<file path="config.mk">
export PLATFORM = sky130hd
export DESIGN_NAME = mdu_iterative
export DESIGN_NICKNAME = d
export VERILOG_FILES = /design/src/rtl/mdu_iterative.sv
export SDC_FILE = /design/constraint.sdc
export NUM_CORES = 1
export LEC_CHECK = 0
export ABC_AREA = 1
export BUFFER_PORTS_ARGS = -buffer_cell sky130_fd_sc_hd__buf_4
export CORE_UTILIZATION = 48
export DETAILED_ROUTE_END_ITERATION = 16
export PLACE_DENSITY_LB_ADDON = 0.12
export SKIP_CTS_REPAIR_TIMING = 1
export SYNTH_ARGS = -nofsm -noshare
export SYNTH_HDL_FRONTEND = slang
export SYNTH_SLANG_ARGS = --single-unit
</file>
<file path="constraint.sdc">
create_clock -name clk -period 7 [get_ports clk]
set_input_delay 1.4 -clock clk [delete_from_list [all_inputs] [get_ports clk]]
set_output_delay 1.4 -clock clk [all_outputs]
set_load 0.01 [all_outputs]
</file>
<file path="src/rtl/mdu_iterative.sv">
// mdu_iterative: iterative RV32M multiply/divide unit feeding the register-file write port.
// An accepted operation runs one shift-add (multiply) or restoring-subtract (divide) step per
// clock. The result is presented as a one-cycle write-back strobe.
//
// Ports
//   clk           clock, rising edge
//   reset         asynchronous active-high reset, clears all state
//   start         request, accepted only while ready=1
//   flush         kill any in-flight op (no write-back); beats start in IDLE
//   op[2:0]       RV32M funct3 (MUL, MULH, MULHSU, MULHU, DIV, DIVU, REM, REMU)
//   rs1_val       operand A / dividend
//   rs2_val       operand B / divisor
//   rd_in[4:0]    destination register index
//   ready         high in IDLE only
//   busy          high in PREP, RUN, FIN
//   wb_valid      one-cycle result strobe
//   wb_rd[4:0]    destination index of the result
//   wb_data       result, held until the next wb_valid
//   wb_reg_write  wb_valid and wb_rd != 0
module mdu_iterative #(
    parameter int XLEN = 32
) (
    input  logic            clk,
    input  logic            reset,
    input  logic            start,
    input  logic            flush,
    input  logic [2:0]      op,
    input  logic [XLEN-1:0] rs1_val,
    input  logic [XLEN-1:0] rs2_val,
    input  logic [4:0]      rd_in,
    output logic            ready,
    output logic            busy,
    output logic            wb_valid,
    output logic [4:0]      wb_rd,
    output logic [XLEN-1:0] wb_data,
    output logic            wb_reg_write
);

    localparam int CW = $clog2(XLEN + 1);

    localparam logic [2:0] OP_MUL    = 3'b000;
    localparam logic [2:0] OP_MULH   = 3'b001;
    localparam logic [2:0] OP_MULHSU = 3'b010;
    localparam logic [2:0] OP_DIV    = 3'b100;
    localparam logic [2:0] OP_REM    = 3'b110;

    typedef enum logic [1:0] {S_IDLE, S_PREP, S_RUN, S_FIN} state_t;

    state_t              r_state;
    state_t              w_state_next;
    logic [2:0]          r_op;
    logic [XLEN-1:0]     r_a;
    logic [XLEN-1:0]     r_b;       // raw rs2 until PREP, then its magnitude
    logic [4:0]          r_rd;
    logic [2*XLEN-1:0]   r_acc;     // mul: {high, low/multiplier}; div: {remainder, quotient/dividend}
    logic [CW-1:0]       r_cnt;
    logic                r_neg_q;   // negate product / quotient at FIN
    logic                r_neg_r;   // negate remainder at FIN
    logic                r_wb_valid;
    logic [4:0]          r_wb_rd;
    logic [XLEN-1:0]     r_wb_data;

    // Operand preparation (evaluated in PREP from the latched operands)
    logic                w_is_div;
    logic                w_a_signed;
    logic                w_b_signed;
    logic                w_a_neg;
    logic                w_b_neg;
    logic [XLEN-1:0]     w_a_mag;
    logic [XLEN-1:0]     w_b_mag;
    logic                w_div_zero;
    logic                w_div_ovf;
    logic                w_special;

    assign w_is_div   = r_op[2];
    assign w_a_signed = (r_op == OP_MULH) || (r_op == OP_MULHSU) || (r_op == OP_DIV) || (r_op == OP_REM);
    assign w_b_signed = (r_op == OP_MULH) || (r_op == OP_DIV) || (r_op == OP_REM);
    assign w_a_neg    = w_a_signed & r_a[XLEN-1];
    assign w_b_neg    = w_b_signed & r_b[XLEN-1];
    assign w_a_mag    = w_a_neg ? -r_a : r_a;
    assign w_b_mag    = w_b_neg ? -r_b : r_b;
    assign w_div_zero = w_is_div && (r_b == '0);
    assign w_div_ovf  = ((r_op == OP_DIV) || (r_op == OP_REM)) &&
                        (r_a == {1'b1, {(XLEN-1){1'b0}}}) && (r_b == '1);
    assign w_special  = w_div_zero || w_div_ovf;

    // One multiply step: conditionally add the multiplicand into the high half, shift right
    logic [XLEN:0]       w_mul_sum;
    logic [2*XLEN-1:0]   w_mul_next;
    assign w_mul_sum  = {1'b0, r_acc[2*XLEN-1:XLEN]} + (r_acc[0] ? {1'b0, r_b} : {(XLEN+1){1'b0}});
    assign w_mul_next = {w_mul_sum, r_acc[XLEN-1:1]};

    // One restoring divide step: shift in the next dividend bit, keep the subtraction if it fits
    logic [XLEN:0]       w_rem_shift;
    logic [XLEN:0]       w_rem_trial;
    logic [2*XLEN-1:0]   w_div_next;
    assign w_rem_shift = {r_acc[2*XLEN-1:XLEN], r_acc[XLEN-1]};
    assign w_rem_trial = w_rem_shift - {1'b0, r_b};
    assign w_div_next  = w_rem_trial[XLEN] ? {w_rem_shift[XLEN-1:0], r_acc[XLEN-2:0], 1'b0}
                                           : {w_rem_trial[XLEN-1:0], r_acc[XLEN-2:0], 1'b1};

    // Sign fix-up and result selection
    logic [2*XLEN-1:0]   w_prod;
    logic [XLEN-1:0]     w_quo;
    logic [XLEN-1:0]     w_rem;
    logic [XLEN-1:0]     w_result;
    assign w_prod = r_neg_q ? -r_acc : r_acc;
    assign w_quo  = r_neg_q ? -r_acc[XLEN-1:0] : r_acc[XLEN-1:0];
    assign w_rem  = r_neg_r ? -r_acc[2*XLEN-1:XLEN] : r_acc[2*XLEN-1:XLEN];

    always_comb begin
        w_result = w_prod[XLEN-1:0];
        if (w_is_div)
            w_result = r_op[1] ? w_rem : w_quo;
        else if (r_op != OP_MUL)
            w_result = w_prod[2*XLEN-1:XLEN];
    end

    // State register
    always_ff @(posedge clk or posedge reset) begin
        if (reset)
            r_state <= S_IDLE;
        else
            r_state <= w_state_next;
    end

    // Next-state logic; flush returns any busy state to IDLE
    always_comb begin
        w_state_next = r_state;
        case (r_state)
            S_IDLE: if (start && !flush) w_state_next = S_PREP;
            S_PREP: begin
                if (flush)          w_state_next = S_IDLE;
                else if (w_special) w_state_next = S_FIN;
                else                w_state_next = S_RUN;
            end
            S_RUN: begin
                if (flush)                       w_state_next = S_IDLE;
                else if (r_cnt == CW'(1))        w_state_next = S_FIN;
            end
            S_FIN:   w_state_next = S_IDLE;
            default: w_state_next = S_IDLE;
        endcase
    end

    // Datapath and registered write-back stage
    always_ff @(posedge clk or posedge reset) begin
        if (reset) begin
            r_op       <= '0;
            r_a        <= '0;
            r_b        <= '0;
            r_rd       <= '0;
            r_acc      <= '0;
            r_cnt      <= '0;
            r_neg_q    <= 1'b0;
            r_neg_r    <= 1'b0;
            r_wb_valid <= 1'b0;
            r_wb_rd    <= '0;
            r_wb_data  <= '0;
        end else begin
            r_wb_valid <= 1'b0;
            case (r_state)
                S_IDLE: begin
                    if (start && !flush) begin
                        r_op <= op;
                        r_a  <= rs1_val;
                        r_b  <= rs2_val;
                        r_rd <= rd_in;
                    end
                end
                S_PREP: begin
                    r_cnt <= CW'(XLEN);
                    if (w_special) begin
                        // Preload {remainder, quotient} so FIN's normal selection yields the fixed result
                        r_neg_q <= 1'b0;
                        r_neg_r <= 1'b0;
                        r_acc   <= w_div_zero ? {r_a, {XLEN{1'b1}}}
                                              : {{XLEN{1'b0}}, 1'b1, {(XLEN-1){1'b0}}};
                    end else begin
                        r_neg_q <= w_a_neg ^ w_b_neg;
                        r_neg_r <= w_a_neg;
                        r_acc   <= {{XLEN{1'b0}}, w_a_mag};
                        r_b     <= w_b_mag;
                    end
                end
                S_RUN: begin
                    r_cnt <= r_cnt - CW'(1);
                    r_acc <= w_is_div ? w_div_next : w_mul_next;
                end
                S_FIN: begin
                    if (!flush) begin
                        r_wb_valid <= 1'b1;
                        r_wb_rd    <= r_rd;
                        r_wb_data  <= w_result;
                    end
                end
                default: ;
            endcase
        end
    end

    assign ready        = (r_state == S_IDLE);
    assign busy         = (r_state != S_IDLE);
    assign wb_valid     = r_wb_valid;
    assign wb_rd        = r_wb_rd;
    assign wb_data      = r_wb_data;
    assign wb_reg_write = r_wb_valid && (r_wb_rd != 5'd0);

endmodule

</file>
==> parameters.txt <==
Parameter                              Value

Outcome
  Outcome ... finished, final reports clean

Worst setup path
  Crit Path Class ... flop to flop
  Critical-path cell with the highest stage delay ... nand2_1
  Cell depth of the worst flop-to-flop path ... 21
  Worst R2R End ... r_acc[61]$_DFFE_PP0P_
  Startpoint Class ... flop
  Reg2reg setup slack ... 3090 ps
  Startpoint of the most critical register-to-register path ... r_acc[31]$_DFFE_PP0P_
  Bufs and invs on worst path ... 3
  Worst path required time ... 7420 ps
  Top delay family on crit path ... simple AND/OR/NAND/NOR gates
  Series of cell instances along the critical path ... inv_1, ha_1, fa_1, inv_1, nand2_1, nand2_1, nand3_1, nand2_1, nand2_1, nand2_2, nand2_1, nand2_1, nand2_1, nand2_1, buf_4, nand2_1, nand2_1, nand2_1, nand2_1, nand2_1, a21oi_1
  Cell mode on critical path ... nand2_1
  Highest fanout seen on the critical path ... 34
  Worst stage delay on the critical path ... 690 ps
  Endpoint kind of the worst setup timing path ... flop
  Worst path arrival time ... roughly 4300 ps

Finish
  Fraction of layout instances using a drive strength above 1 ... slightly below 8%
  Net total in the final layout ... 3,239
  Inserted Diodes ... 0
  Post-route core utilization ... 53.52%
  Post-route standard cell area excluding fillers ... 0.02021 sq mm
  Layout filler cell count ... 3,984
  Layout area overhead ... 9.372%
  Seq. cell area ... ~0.0046 sq mm
  Number of cells in the finished layout apart from fillers ... 3,610
  Multi-input logic area ... 0.01191 sq mm

Logic synthesis
  Cell accounting for the most synthesized area ... dfrtp_1
  Area share of the largest cell type after synthesis ... 24.92%
  XOR/XNOR Fraction of Synth Area ... 5.309%
  Summed instance area of the synthesized netlist ... around 0.018 sq mm
  Post-Synth Adder-Cell Area ... 5.296%
  Post-synthesis async set-or-reset flop share ... between 90% and 100%
  Unique masters post-synth ... 54
  Post-synth EDFFs ... 0
  Main combinational cell family by area after synthesis ... simple AND/OR/NAND/NOR gates
  Count of warnings emitted by yosys ... 0
  Seq cells post-synth ... 184
  Synthesized instance count ... 3,044
  Most frequently used flop master after synthesis ... dfrtp_1
  Sequential cell area fraction in the yosys report ... 24.92%
  Synth Area in Compound Gates ... between 10% and 20%
  Area fraction in and, or, nand and nor cells after synthesis ... 36.44%
  Main area contributors after synthesis ... dfrtp_1 (25%), nand2_1 (18%), inv_1 (7.5%)
  Per-instance average area after synthesis ... ~6.1 sq um
  Multiplexer share of the synthesized area ... 0%
  Syn Nets ... between 3,000 and 4,000

Die
  Standard-cell row count ... 71
  Area of the die ... 0.03928 sq mm
  Initial Util ... 48.94%
  Placeable Area ... 0.03776 sq mm
  Die outline width ... 198.2 um
  Vertical extent of the die ... about 200 um
  I/O pin total ... 117

Min path
  Worst Hold Path EP ... wb_rd[4]$_DFFE_PP0P_
  Hold_sp ... r_rd[4]$_DFFE_PP0P_
  Hold-critical path depth ... 2
  Min-delay worst type ... flop to flop

Power
  Cell leakage power ... 10.42 nW
  Worst vdd ir ... 0.4072 mV
  Power density normalized to cell area ... between 500 and 600 mW/mm^2

Routing
  DRT iter0 DRCs ... 2,952
  Antenna-violating nets left ... 0
  DR DRC count ... 0
  Mean number of vias per cell ... approximately 6.0
  Number of search-and-repair iterations in the first detailed-routing pass ... 8
  Detail-routed net length per standard cell ... approximately 22 um
  Total wire length after detailed routing ... 80,100 um
  Via total after detailed routing ... ~22,000

CTS
  Clock-pin slew on the worst setup and hold paths ... 80 ps
  Clock Latency Late Sink ... 510 ps
  Largest buffer count on any clock path ... 2
  CTS tree ... done
  TritonCTS buffer count ... 17
  H-tree depth ... 4
  Root Buffer ... clkbuf_16
  # clock sinks ... 184

Timing
  Worst clock skew on the final layout ... 17.36 ps
  Fin crit period ... ~4000 ps
  Final setup violation count ... 0
  Worst slew pin tran ... 1176 ps
  Final count of pins violating max slew ... 0
  Setup repair after global routing missed its margin ... no
  Count of endpoints failing hold in the final timing report ... 0
  Setup Total Neg Slack ... 0 ps
  Portion of the clock cycle consumed by the worst path in the final layout ... 55.84%
  Max Freq ... roughly 260 MHz
  Rel. slew slack ... between 20% and 30%

GRT
  GR Util met3 ... 8.993%
  All-layer global routing usage ... a little over two fifths
  Largest net degree at the start of global routing ... 111
  Wire length of the first global-routing pass ... roughly 120,000 um
  Met2 Usage GRT ... about three fifths
  Via count of the first global-routing pass ... 19,804
  Global-route layer with the greatest usage ... met2
  Initial antenna violation count ... 2
  Overflow after GRT ... 0
  Grt met1 use ... 58.66%

Place
  Dpl cell area ... 0.01962 sq mm
  Placed Cells ... around 3,600
  Number of buffer cells added on primary ports ... 116
  DPL Wire Length ... approximately 63,000 um
  Routability Congestion ... about 1.1

Job
  Max capacitance violation total ... 0
==> layout by cell type, fill, tap and decap left out, drive strengths merged, types with 4 or more instances in the layout <==
| master | instances |
|---|---|
| a21oi | 226 |
| dfrtp | 184 |
| nor3 | 58 |
| o21ai | 241 |
| o21bai | 14 |
| buf | 134 |
| nand4 | 45 |
| a22oi | 5 |
| ha | 75 |
| nand3 | 232 |
| a21o | 5 |
| xnor2 | 7 |
| clkinv | 7 |
| inv | 391 |
| nor2 | 353 |
| a31oi | 23 |
| a21boi | 4 |
| o2111ai | 11 |
| clkbuf | 18 |
| xor2 | 105 |
| nand2 | 876 |
| o211ai | 36 |
| nor4 | 17 |
| or2 | 14 |
==> synthesized netlist by cell type, types with 3 or more instances <==
| master | count |
|---|---|
| a21boi_0 | 4 |
| a21o_1 | 5 |
| a21oi_1 | 225 |
| a22oi_1 | 5 |
| a31oi_1 | 23 |
| buf_1 | 15 |
| buf_2 | 14 |
| buf_6 | 11 |
| clkbuf_1 | 71 |
| dfrtp_1 | 184 |
| ha_1 | 75 |
| inv_1 | 370 |
| inv_2 | 12 |
| nand2_1 | 871 |
| nand2_2 | 4 |
| nand3_1 | 227 |
| nand3_2 | 3 |
| nand4_1 | 45 |
| nor2_1 | 345 |
| nor2_2 | 5 |
| nor2_4 | 3 |
| nor3_1 | 51 |
| nor3_2 | 4 |
| nor3_4 | 3 |
| nor4_1 | 15 |
| o2111ai_1 | 11 |
| o211ai_1 | 32 |
| o211ai_2 | 4 |
| o21ai_0 | 206 |
| o21ai_1 | 20 |
| o21ai_2 | 15 |
| o21bai_1 | 14 |
| or2_2 | 13 |
| xnor2_1 | 7 |
| xor2_1 | 105 |
==> power breakdown <==
| group | internal (W) | switching (W) | total (W) | leakage [nW] |
|---|---|---|---|---|
| clock | 0.000479 | 0.000540 | 0.00102 | 0.284 |
| combinational | 0.00212 | 0.00523 | 0.00735 | 7.85 |
| sequential | 0.00155 | 0.000678 | 0.00222 | 2.29 |
==> through the flow <==
step	power (W)	hold slack (ps)	worst slack [ps]
after global routing	0.01131	502.0	2823
after detailed placement	0.009273	458.4	3209
after CTS	0.01032	474.2	3174
after floorplan	0.006876	442.2	599.6
after global placement	0.009193	452.4	3257
final	0.01059	473.5	3091
==> how the worst max path moves through the flow <==
stage	start	end	slack [ps]	cells past startpoint
finish	r_acc[31]$_DFFE_PP0P_	r_acc[61]$_DFFE_PP0P_	3090	21
floorplan	reset	r_a[0]$_DFFE_PP0P_	600	1
detailed placement	r_acc[31]$_DFFE_PP0P_	r_acc[61]$_DFFE_PP0P_	3210	21
global placement	r_acc[31]$_DFFE_PP0P_	r_acc[61]$_DFFE_PP0P_	3260	21
CTS	r_acc[31]$_DFFE_PP0P_	r_acc[61]$_DFFE_PP0P_	3170	21
global route	r_acc[31]$_DFFE_PP0P_	r_acc[61]$_DFFE_PP0P_	2820	21
==> area by class of cell <==
cell class              instances  share of cell area (%)
clock inverters                14                  0.7739
well taps                     511                   3.164
repair buffers                134                   4.978
inverters                     385                   7.201
clock buffers                  18                   2.124
multi-input cells            2364                   58.95
flip-flops and latches        184                   22.81
==> cell families (layout without fill, tap and decap cells) <==
group,after synthesis,count (layout)
AOI/OAI and AO/OA,575,575
xor gates and xnor gates,112,112
adders and majority gates,77,77
buffers and inverters,496,551
DFF,184,184
and+or+nand+nor,1600,1600
==> worst register-to-register path, cell delays in order, from the launching register on <==
cell,delay (ps)
dfrtp_1,450
inv_1,120
ha_1,220
fa_1,380
inv_1,70
nand2_1,80
nand2_1,110
nand3_1,120
nand2_1,160
nand2_1,80
nand2_2,100
nand2_1,80
nand2_1,70
nand2_1,60
nand2_1,690
buf_4,500
nand2_1,100
nand2_1,70
nand2_1,50
nand2_1,100
nand2_1,50
a21oi_1,170
==> registers in the layout (all words and copies together), names as in the netlist, 2 cells and up <==
register	flops
r_a	32
r_op	3
wb_rd	5
r_cnt	6
r_b	32
wb_data	32
r_state	2
r_acc	64
r_rd	5
==> layer usage <==
metal	vias up	part of all wire [%]
li1	10000	-
met1	10034	43
met2	1331	42
met3	216	11
met4	2	4.6
met5	-	0.021
Note: power is estimated with default switching activity, not from simulation.
